--- src/rtl/prediction_validation_queue.sv ---
// Branch prediction finalisation with an in-order validation queue.
// Predictions are registered out, queued, and checked against resolved next PCs.
module prediction_validation_queue #(
  parameter int ADDR_W      = 32,
  parameter int DEPTH       = 8,
  parameter int CNT_W       = 16,
  parameter bit GATE_ON_HIT = 1'b1
) (
  input  logic                    clk,
  input  logic                    reset,
  input  logic                    pred_valid,
  input  logic [ADDR_W-1:0]       pc,
  input  logic                    gskew_prediction,
  input  logic                    hit,
  input  logic [ADDR_W-1:0]       btb_target,
  output logic                    pred_ready,
  output logic                    final_valid,
  output logic                    final_prediction,
  output logic [ADDR_W-1:0]       final_target,
  input  logic                    resolve_valid,
  input  logic [ADDR_W-1:0]       resolve_next_pc,
  output logic                    mispredict,
  output logic [ADDR_W-1:0]       redirect_pc,
  output logic [CNT_W-1:0]        correct_count,
  output logic [CNT_W-1:0]        mispredict_count,
  output logic [$clog2(DEPTH):0]  occupancy,
  output logic                    resolve_error
);

  localparam int IDX_W = $clog2(DEPTH);
  localparam int PTR_W = IDX_W + 1;
  localparam logic [CNT_W-1:0] CNT_MAX = {CNT_W{1'b1}};

  logic [ADDR_W-1:0] mem [DEPTH];
  logic [PTR_W-1:0]  wr_ptr;
  logic [PTR_W-1:0]  rd_ptr;

  logic [ADDR_W-1:0] fall_pc;
  logic [ADDR_W-1:0] next_pc;
  logic [ADDR_W-1:0] head_pc;
  logic              taken;
  logic              full;
  logic              empty;
  logic              accept;
  logic              do_resolve;
  logic              mis;
  logic              push;

  assign fall_pc = pc + ADDR_W'(4);

  // Direction and target selection; both modes yield the same decision,
  // mode 0 only differs in where the target source is chosen.
  generate
    if (GATE_ON_HIT) begin : g_gate
      assign taken   = gskew_prediction & hit;
      assign next_pc = taken ? btb_target : fall_pc;
    end else begin : g_sel
      logic [ADDR_W-1:0] taken_pc;
      assign taken_pc = hit ? btb_target : fall_pc;
      assign taken    = gskew_prediction & hit;
      assign next_pc  = gskew_prediction ? taken_pc : fall_pc;
    end
  endgenerate

  assign empty = (wr_ptr == rd_ptr);
  assign full  = (wr_ptr[IDX_W] != rd_ptr[IDX_W]) &&
                 (wr_ptr[IDX_W-1:0] == rd_ptr[IDX_W-1:0]);

  assign occupancy  = wr_ptr - rd_ptr;
  assign pred_ready = ~full;

  assign accept     = pred_valid & pred_ready;
  assign do_resolve = resolve_valid & ~empty;
  assign head_pc    = mem[rd_ptr[IDX_W-1:0]];
  assign mis        = do_resolve & (head_pc != resolve_next_pc);
  // A mispredicting resolve discards any same-cycle (younger) prediction.
  assign push       = accept & ~mis;

  // Queue storage; contents are only meaningful between the pointers.
  always_ff @(posedge clk) begin
    if (push) begin
      mem[wr_ptr[IDX_W-1:0]] <= next_pc;
    end
  end

  // Pointers, registered prediction/resolve outputs and statistics.
  always_ff @(posedge clk) begin
    if (reset) begin
      wr_ptr           <= '0;
      rd_ptr           <= '0;
      final_valid      <= 1'b0;
      final_prediction <= 1'b0;
      final_target     <= '0;
      mispredict       <= 1'b0;
      redirect_pc      <= '0;
      correct_count    <= '0;
      mispredict_count <= '0;
      resolve_error    <= 1'b0;
    end else begin
      final_valid <= push;
      mispredict  <= mis;

      if (push) begin
        wr_ptr           <= wr_ptr + PTR_W'(1);
        final_prediction <= taken;
        final_target     <= next_pc;
      end

      if (mis) begin
        rd_ptr      <= wr_ptr;
        redirect_pc <= resolve_next_pc;
        if (mispredict_count != CNT_MAX) begin
          mispredict_count <= mispredict_count + CNT_W'(1);
        end
      end else if (do_resolve) begin
        rd_ptr <= rd_ptr + PTR_W'(1);
        if (correct_count != CNT_MAX) begin
          correct_count <= correct_count + CNT_W'(1);
        end
      end

      if (resolve_valid && empty) begin
        resolve_error <= 1'b1;
      end
    end
  end

endmodule

--- config.mk ---
export PLATFORM = sky130hd
export DESIGN_NAME = prediction_validation_queue
export DESIGN_NICKNAME = d
export VERILOG_FILES = /design/src/rtl/prediction_validation_queue.sv
export SDC_FILE = /design/constraint.sdc
export NUM_CORES = 1
export LEC_CHECK = 0
export ABC_AREA = 1
export CAP_MARGIN = 20
export CORE_UTILIZATION = 61
export DETAILED_ROUTE_END_ITERATION = 10
export PLACE_DENSITY = 0.86
export SLEW_MARGIN = 20
export SYNTH_ARGS = -nofsm -noshare
export SYNTH_HDL_FRONTEND = slang
export SYNTH_SLANG_ARGS = --single-unit
--- constraint.sdc ---
create_clock -name clk -period 9.5 [get_ports clk]
set_input_delay 1.9 -clock clk [delete_from_list [all_inputs] [get_ports clk]]
set_output_delay 1.9 -clock clk [all_outputs]
set_load 0.1 [all_outputs]
==> run summary, run 1 <==
The sequential cell fraction of total power is 0.336. The type of the worst setup path is reg2reg. The buffer cell driving the clock tree root is clkbuf_16.

The first global-routing pass estimated between 70,000 and 80,000 µm of wire. The total iterations of the first detailed-routing run came out at 6. Of the total power, the clock network draws 0.238.

The critical path goes through buf_4, inv_2, buf_4, nand3_1, nand3_1, nand2_1, nand2_1, nand2_1, nand2_1, nor2_1, nand2_1, nor2_1, nand2_1, nand2_2, nand2_2, nor2_2, buf_4. The vias after detailed routing came out at roughly 15,000. The highest achievable clock rate came out at approximately 0.17 GHz. The clock drives between 300 and 400 sinks. The number of enable flip-flop cells after synthesis came out at 256. For this design the top-level I/O count stands at 207. The remaining global-route overflow is 0. For this run, design rule violations remaining after detail routing come to 0. The initial antenna violation count came out at 1. The number of nets produced by synthesis is 2,216. Setup violations remaining at the end of the flow were counted as 0. The total of hold buffers inserted after clock tree synthesis is 0. The maximum clock skew at final layout came out at roughly 0.029 ns. The via count of the first global-routing pass came out at approximately 15,000. In this design, the critical path's most frequently occurring cell is nand2_1. Of the total power, combinational logic draws 0.426. Dividing total power by cell area gives a power density of around 290 mW/mm².

The register area share after synthesis came out at 0.560. The number of H-tree levels came out at 2. The worst-path maximum fanout is 65. For this design, the slowest cell found on the critical path is nand2_2. The element type at the critical path end is a flip-flop. The number of setup buffers added after CTS is 0.

The final hold violation count is 0. The type of the tightest min-delay check is reg2reg. The net count of the finished layout is 2,392. The library cell with the largest summed area after synthesis is edfxtp_1. The post-route standard cell area excluding fillers is between 0.02 and 0.025 mm². The endpoint required time on the critical path is around 9.7 ns. The count of final max-slew check failures came out at 0. The peak ir drop on the vdd network came out at around 0.26 mV. The largest net degree at the start of global routing came out at 67. The total track usage is 0.350. Max-cap violations in this run came to 0. The cell area that synthesis handed to floorplanning was between 0.015 and 0.02 mm². The async set-reset flop share out of synthesis is 0. The last weighted congestion value of the routability-driven placer is 0.957. Setup slack on the critical path of the routed design comes to 3.66 ns. The TritonCTS buffer count came out at 38. After clock tree synthesis, the clock-pin slew on the worst setup and hold paths is 0.07 ns. The run finished with clean final reports. The synthesized instance count is between 2,000 and 2,500.

The x dimension of the die came out at roughly 170 µm. The post-placement setup slack came out at 3.61 ns. In this run the static leakage power is a little under 9 nW. Ranked by total cell area, the synthesized netlist is headed by edfxtp_1, nand2_1, dfxtp_1, nand3_1, inv_1.

The distinct cell type count of the synthesized netlist came out at 39. The placed standard-cell area came out at 0.0199 mm². The total internal power came out at 3.39 mW. The total die area came out at between 0.02 and 0.03 mm². After detailed routing, the average wire length per cell comes to 18.8 µm. The number of instances resized during post-cts repair is 0.

The layout cell share with drive strength beyond 1 is 0.0476. The effective utilization at floorplan is 0.629. The floorplan step set the die height to roughly 170 µm. The insertion delay of the later-clocked pin in the worst-skew pair is 0.55 ns. The TritonCTS clock tree is done.

The remaining max-slew budget at the tightest pin is 0.283. The minimum clock period is a little under 6 ns. The core footprint is ~0.028 mm². Input and output buffers added on the ports amount to 206. During synthesis, Yosys emitted a total of 0 warnings. Relative to the synthesized area, the layout overhead comes to 19.5%.

The via-per-instance ratio is 5.71. Of the available clock period, the critical path in the final layout requires 0.615. After synthesis the netlist holds a flip-flop and latch count of between 300 and 400. Setup total negative slack on the finished layout was measured at 0 ns. Row generation in the floorplan step produced slightly above 60 rows.

The number of filler instances in the final layout came out at 1,923. The fraction of power spent switching nets came out at 0.447. Among all flip-flop cells after synthesis, the most frequent one is edfxtp_1. The proportion of netlist area held by the largest area contributor is 0.434. The detailed router's first-iteration violation count is between 1,500 and 2,000. The net switching power came out at approximately 2.7 mW.

The count of nets left with antenna violations once routing finished came out at 0. The category of the worst setup path launch point is a flip-flop. Averaged over all synthesized cells, the footprint is about 8.4 µm². Setup repair after global routing left no endpoint under its margin. The longest individual stage delay on the worst path came out at approximately 0.7 ns. The tightest hold path in the finished design has a slack of between 0.4 and 0.5 ns. The wire length reported by the detailed router came out at a little over 50,000 µm. The sum of net half-perimeters after detailed placement came out at roughly 34,000 µm. The data arrival time of the critical path came out at about 6 ns. For the pin with the worst max-slew slack, the measured transition is 1.07 ns. The maximum clock path buffer count is 3.
==> per-stage QoR <==
stage	utilization	power (mW)	cells
finish	0.751	6.13	2689
CTS	0.751	6.11	2688
floorplan	-	3.99	2105
global route	0.751	6.40	2688
global placement	0.708	4.61	2619
detailed placement	0.708	4.67	2619
==> placed cells by master, fill, tap and decap left out, types with 3 or more instances in the layout <==
cell,n
nand2_1,710
nand3_1,257
edfxtp_1,256
inv_1,224
clkdlybuf4s50_1,205
nor2_1,162
dfxtp_1,109
a21oi_1,65
o21ai_0,45
nand4_1,40
clkbuf_16,39
xor2_1,32
buf_4,23
nor3_1,21
xnor2_1,18
nand3b_1,11
nor4_1,9
nor2_2,9
ha_1,8
clkinv_2,7
clkbuf_1,6
mux2i_1,5
or2_2,4
clkinv_1,4
o21a_1,3
inv_2,3
a31oi_1,3
clkinvlp_4,3
==> area by class of cell <==
cell class / instances / area [µm²] / area share
flip-flops and latches: 367 / 9910 / 0.469
multi-input cells: 1416 / 6450 / 0.305
repair buffers: 229 / 2230 / 0.105
clock buffers: 47 / 1030 / 0.0485
inverters: 229 / 862 / 0.0407
well taps: 378 / 473 / 0.0224
clock inverters: 22 / 201 / 0.00952
diodes: 1 / 2.50 / 0.000118
==> cells by family after synthesis <==
| kind of cell | after synthesis | share of synthesized area |
|---|---|---|
| xor gates and xnor gates | 50 | 0.0247 |
| buffers and inverters | 322 | 0.0772 |
| DFF | 367 | 0.560 |
| and+or+nand+nor | 1230 | 0.293 |
| adders and majority gates | 9 | 0.00679 |
| AOI/OAI and AO/OA | 122 | 0.0360 |
| muxes | 5 | 0.00283 |
==> routing by layer <==
| metal | GRT usage | share of wire | wire [µm] |
|---|---|---|---|
| met5 | 0 | 0 | 0 |
| met4 | 0.129 | 0.032 | 1650 |
| met3 | 0.0586 | 0.11 | 5380 |
| met2 | 0.585 | 0.47 | 23900 |
| met1 | 0.458 | 0.39 | 19700 |
==> cell usage after synthesis (11+ instances only) <==
| cell | number |
|---|---|
| nand3b_1 | 11 |
| a21oi_1 | 65 |
| xor2_1 | 32 |
| dfxtp_1 | 111 |
| xnor2_1 | 18 |
| clkbuf_1 | 28 |
| o21ai_0 | 45 |
| edfxtp_1 | 256 |
| nand4_1 | 40 |
| buf_4 | 11 |
| nor2_1 | 169 |
| buf_2 | 37 |
| inv_1 | 224 |
| nand3_1 | 257 |
| nand2_1 | 710 |
| nor3_1 | 22 |
==> worst paths after layout <==
| path | start | end | slack, ns | depth (start not counted) |
|---|---|---|---|---|
| max | flip-flop | mem[7][10] | 3.66 | 17 |
| min | resolve_error | resolve_error | 0.46 | 2 |
| min reg2reg | resolve_error | resolve_error | 0.46 | 2 |
| max reg2reg | flip-flop | mem[7][10] | 3.66 | 17 |
==> critical path, delay by kind of cell, from the launching register on <==
family | cells | cell delay (ns)
and+or+nand+nor | 13 | 3.10
buffers and inverters | 4 | 1.96
DFF | 1 | 0.33
==> sequential cells by signal, indices dropped and copies added (netlist names), named ones only <==
| signal | flops |
|---|---|
| mem | 256 |
| final_target | 32 |
| redirect_pc | 32 |
| correct_count | 16 |
| mispredict_count | 16 |
| rd_ptr | 4 |
| wr_ptr | 4 |
| final_prediction | 1 |
| final_valid | 1 |
| mispredict | 1 |
| resolve_error | 1 |
==> power by group through the flow <==
stage | Combinational (mW) | Sequential, mW | Clock [mW]
after floorplan | 1.15 | 2.84 | 0
after global placement | 2.53 | 2.08 | 0
after detailed placement | 2.58 | 2.09 | 0
after CTS | 2.59 | 2.06 | 1.46
after global routing | 2.80 | 2.08 | 1.52
final | 2.61 | 2.06 | 1.46
Power figures use the tool's default switching activity.
==> run 2, diff against run 1 <==
CORE_UTILIZATION = 57   (was 61)
PLACE_DENSITY = 0.81   (was 0.86)
clock period = 6 ns   (was 9.5 ns; I/O delays follow)
==> run 2 against run 1 <==
- power rose by 58%
- wire length shrank 3.2%
- setup slack got worse by 2.7 ns
- clock power increased by 60%
- critical path depth rose by 1
- critical endpoint is now mem[2][16]
- largest power group unchanged
- highest routed layer unchanged
==> run summary, run 2 (synthesis results as in run 1) <==
The flow ran to the end, and the final reports show no timing, DRC or antenna violations. The endpoint required time on the critical path is 6.15 ns (-3.52 ns). The wire length reported by the detailed router was 49,000 µm (-3.2%). STA classifies the critical path startpoint as a flip-flop.

The insertion delay of the later-clocked pin in the worst-skew pair is 0.53 ns (-0.02 ns). The via-per-instance ratio came out at 5.55 (-2.8%). The remaining max-slew budget at the tightest pin came to 0.186 (-0.0971). The hold path depth was 2 (unchanged). The die span in y is 178 µm (+3.4%). The leakage power came to 8.80 nW (+0.48%). The effective utilization at floorplan was 0.579 (-0.0498). The I/O pin count came to 207 (unchanged). The total track usage is 0.313 (-0.0370). The quantity of I/O buffers inserted on ports is 206 (unchanged). The worst-path maximum fanout was 66 (+1.5%). The remaining global-route overflow came out at 0 (unchanged).

In the layout the commonest cells are nand2_1, nand3_1, edfxtp_1. The core footprint came to 0.0306 mm² (+8.6%). Leaving out fill and tap cells, the most frequent cell in the layout is nand2_1. The initial antenna violation count came out at 0 (-1). The path class of the tightest hold or removal check is reg2reg. The power density of the placed cells is 456 mW/mm² (+57%). The clock sink total is 367 (unchanged). The smallest hold slack is 0.458 ns (-0.00365 ns).

The x dimension of the die is 178 µm (+3.4%). The per-cell routed wire length is 18.1 µm (-4.0%). The number of diodes added for antenna fixing is 0 (-1). The final hold violation count is 0 (unchanged). The peak ir drop on the vdd network is 0.332 mV (+29%). The longest individual stage delay on the worst path is 0.53 ns (-0.16 ns). The part of the cycle the worst path needs is 0.834 (+0.220). The number of instances resized during post-cts repair came to 0 (unchanged). The via count of the first global-routing pass is 14,400 (-2.2%). The total iterations of the first detailed-routing run is 6 (unchanged). The last weighted congestion value of the routability-driven placer is 0.953 (-0.38%).

Traced cell by cell, the critical path runs through inv_4, buf_12, nand2_1, nand3_1, nand3_1, nand2_1, nand2_1, nand2_1, nand3_1, nor2_1, nand2_1, nor2_1, nand2_1, nand2_2, buf_4, nand3_1, nor2_2, buf_4. Setup repair after global routing left no endpoint under its margin. The depth of the worst register-to-register path came out at 18 (+1).

The launch point of the worst hold path is resolve_error. The first-pass GRT wire length was 75,600 µm (-3.4%). The maximum clock path buffer count is 3 (unchanged). Clock tree synthesis selected as its root buffer the cell clkbuf_16. The clock transition time at the flip-flop clock pins of the worst setup and hold paths came to 0.06 ns (about the same). The highest achievable clock rate is 0.200 GHz (+17%). The minimum clock period was 5.01 ns (-0.834 ns). The layout cell share with drive strength beyond 1 came out at 0.0479 (+0.000308). The number of DRC violations after detailed routing is 0 (unchanged). TritonCTS built the clock tree. The number of filler instances in the final layout came out at 2,329 (+21%).

The count of final max-slew check failures is 0 (unchanged). The TritonCTS buffer count came out at 38 (unchanged). The sum of net half-perimeters after detailed placement is 32,900 µm (-2.6%).

The total of hold buffers inserted after clock tree synthesis is 0 (unchanged). The setup path with the least slack is of type reg2reg. The detailed router's first-iteration violation count is 1,456 (-9.6%). The number of endpoints failing setup at the final stage is 0 (unchanged). The remaining antenna violation count after routing came out at 0 (unchanged).

In this design, the critical path's most frequently occurring cell is nand2_1. The element type at the critical path end is a flip-flop. The net count of the finished layout is 2,398 (+0.25%).

The maximum clock skew at final layout is 0.0162 ns (-0.0124 ns). The number of H-tree levels is 2 (unchanged). The data arrival time of the critical path came out at 5.16 ns (-0.85 ns). The worst-margin pin slew came out at 1.22 ns (+0.143 ns).

The count of max-cap constraint violations is 0 (unchanged). The standard-cell row count is 64 (+4.9%). The total die area came out at 0.0318 mm² (+6.9%). The vias after detailed routing came to 15,000 (-2.0%). The area of all sequential standard cells is 0.00991 mm² (unchanged). The number of flip-flops under the largest register name came out at 256 (unchanged). The largest individual stage delay along the critical path comes from the cell inv_4.

The number of setup buffers added after CTS is 0 (unchanged). The area of the multi-input gates is 0.00646 mm² (about the same). The largest net degree at the start of global routing is 67 (unchanged). Compared with the post-synthesis result, the final layout area differs by 20.0%. The final sum of negative setup slack came out at 0 ns (unchanged).
## run 2: where the power goes
group          internal [mW]  leakage, nW  switching [mW]
clock network           1.38        0.602           0.963
logic                  0.984         4.97            3.11
registers               3.08         3.23           0.174
## run 2: per-stage QoR
stage | area (µm²) | instances | power [mW] | utilization | worst slack, ns
final | 21200 | 2712 | 9.69 | 0.695 | 0.993
after global routing | 21200 | 2712 | 10.1 | 0.695 | 0.622
after CTS | 21200 | 2712 | 9.69 | 0.695 | 1.13
after detailed placement | 20000 | 2643 | 7.36 | 0.654 | 1.11
after global placement | 20000 | 2643 | 7.28 | 0.654 | 1.26
after floorplan | 17700 | 2105 | 6.32 | - | 0.994
## run 2: worst paths after layout
check | endpoint | slack, ns
worst max-delay path | mem[2][16] | 0.99
worst min register to register | resolve_error | 0.46
worst min-delay path | resolve_error | 0.46
worst max register to register | mem[2][16] | 0.99
## run 2: layer usage
layer	wire length [µm]	share of wire	track usage	vias to the layer above
met4	1450	0.030	0.113	0
li1	-	-	-	7221
met5	0	0	0	-
met2	22600	0.46	0.511	798
met1	19600	0.40	0.410	6911
met3	5370	0.11	0.0682	118
## run 2: cell type report
type / instances / area share
flip-flops and latches: 367 / 0.467
multi-input cells: 1416 / 0.304
repair buffers: 235 / 0.108
clock buffers: 51 / 0.0500
inverters: 229 / 0.0406
well taps: 396 / 0.0233
clock inverters: 18 / 0.00789
## run 2: worst max-delay path: cells and delay by family, from the launching register on
family                 cells  cell delay [ns]
and+or+nand+nor           14             2.29
buffers and inverters      4             1.74
DFF                        1             0.48
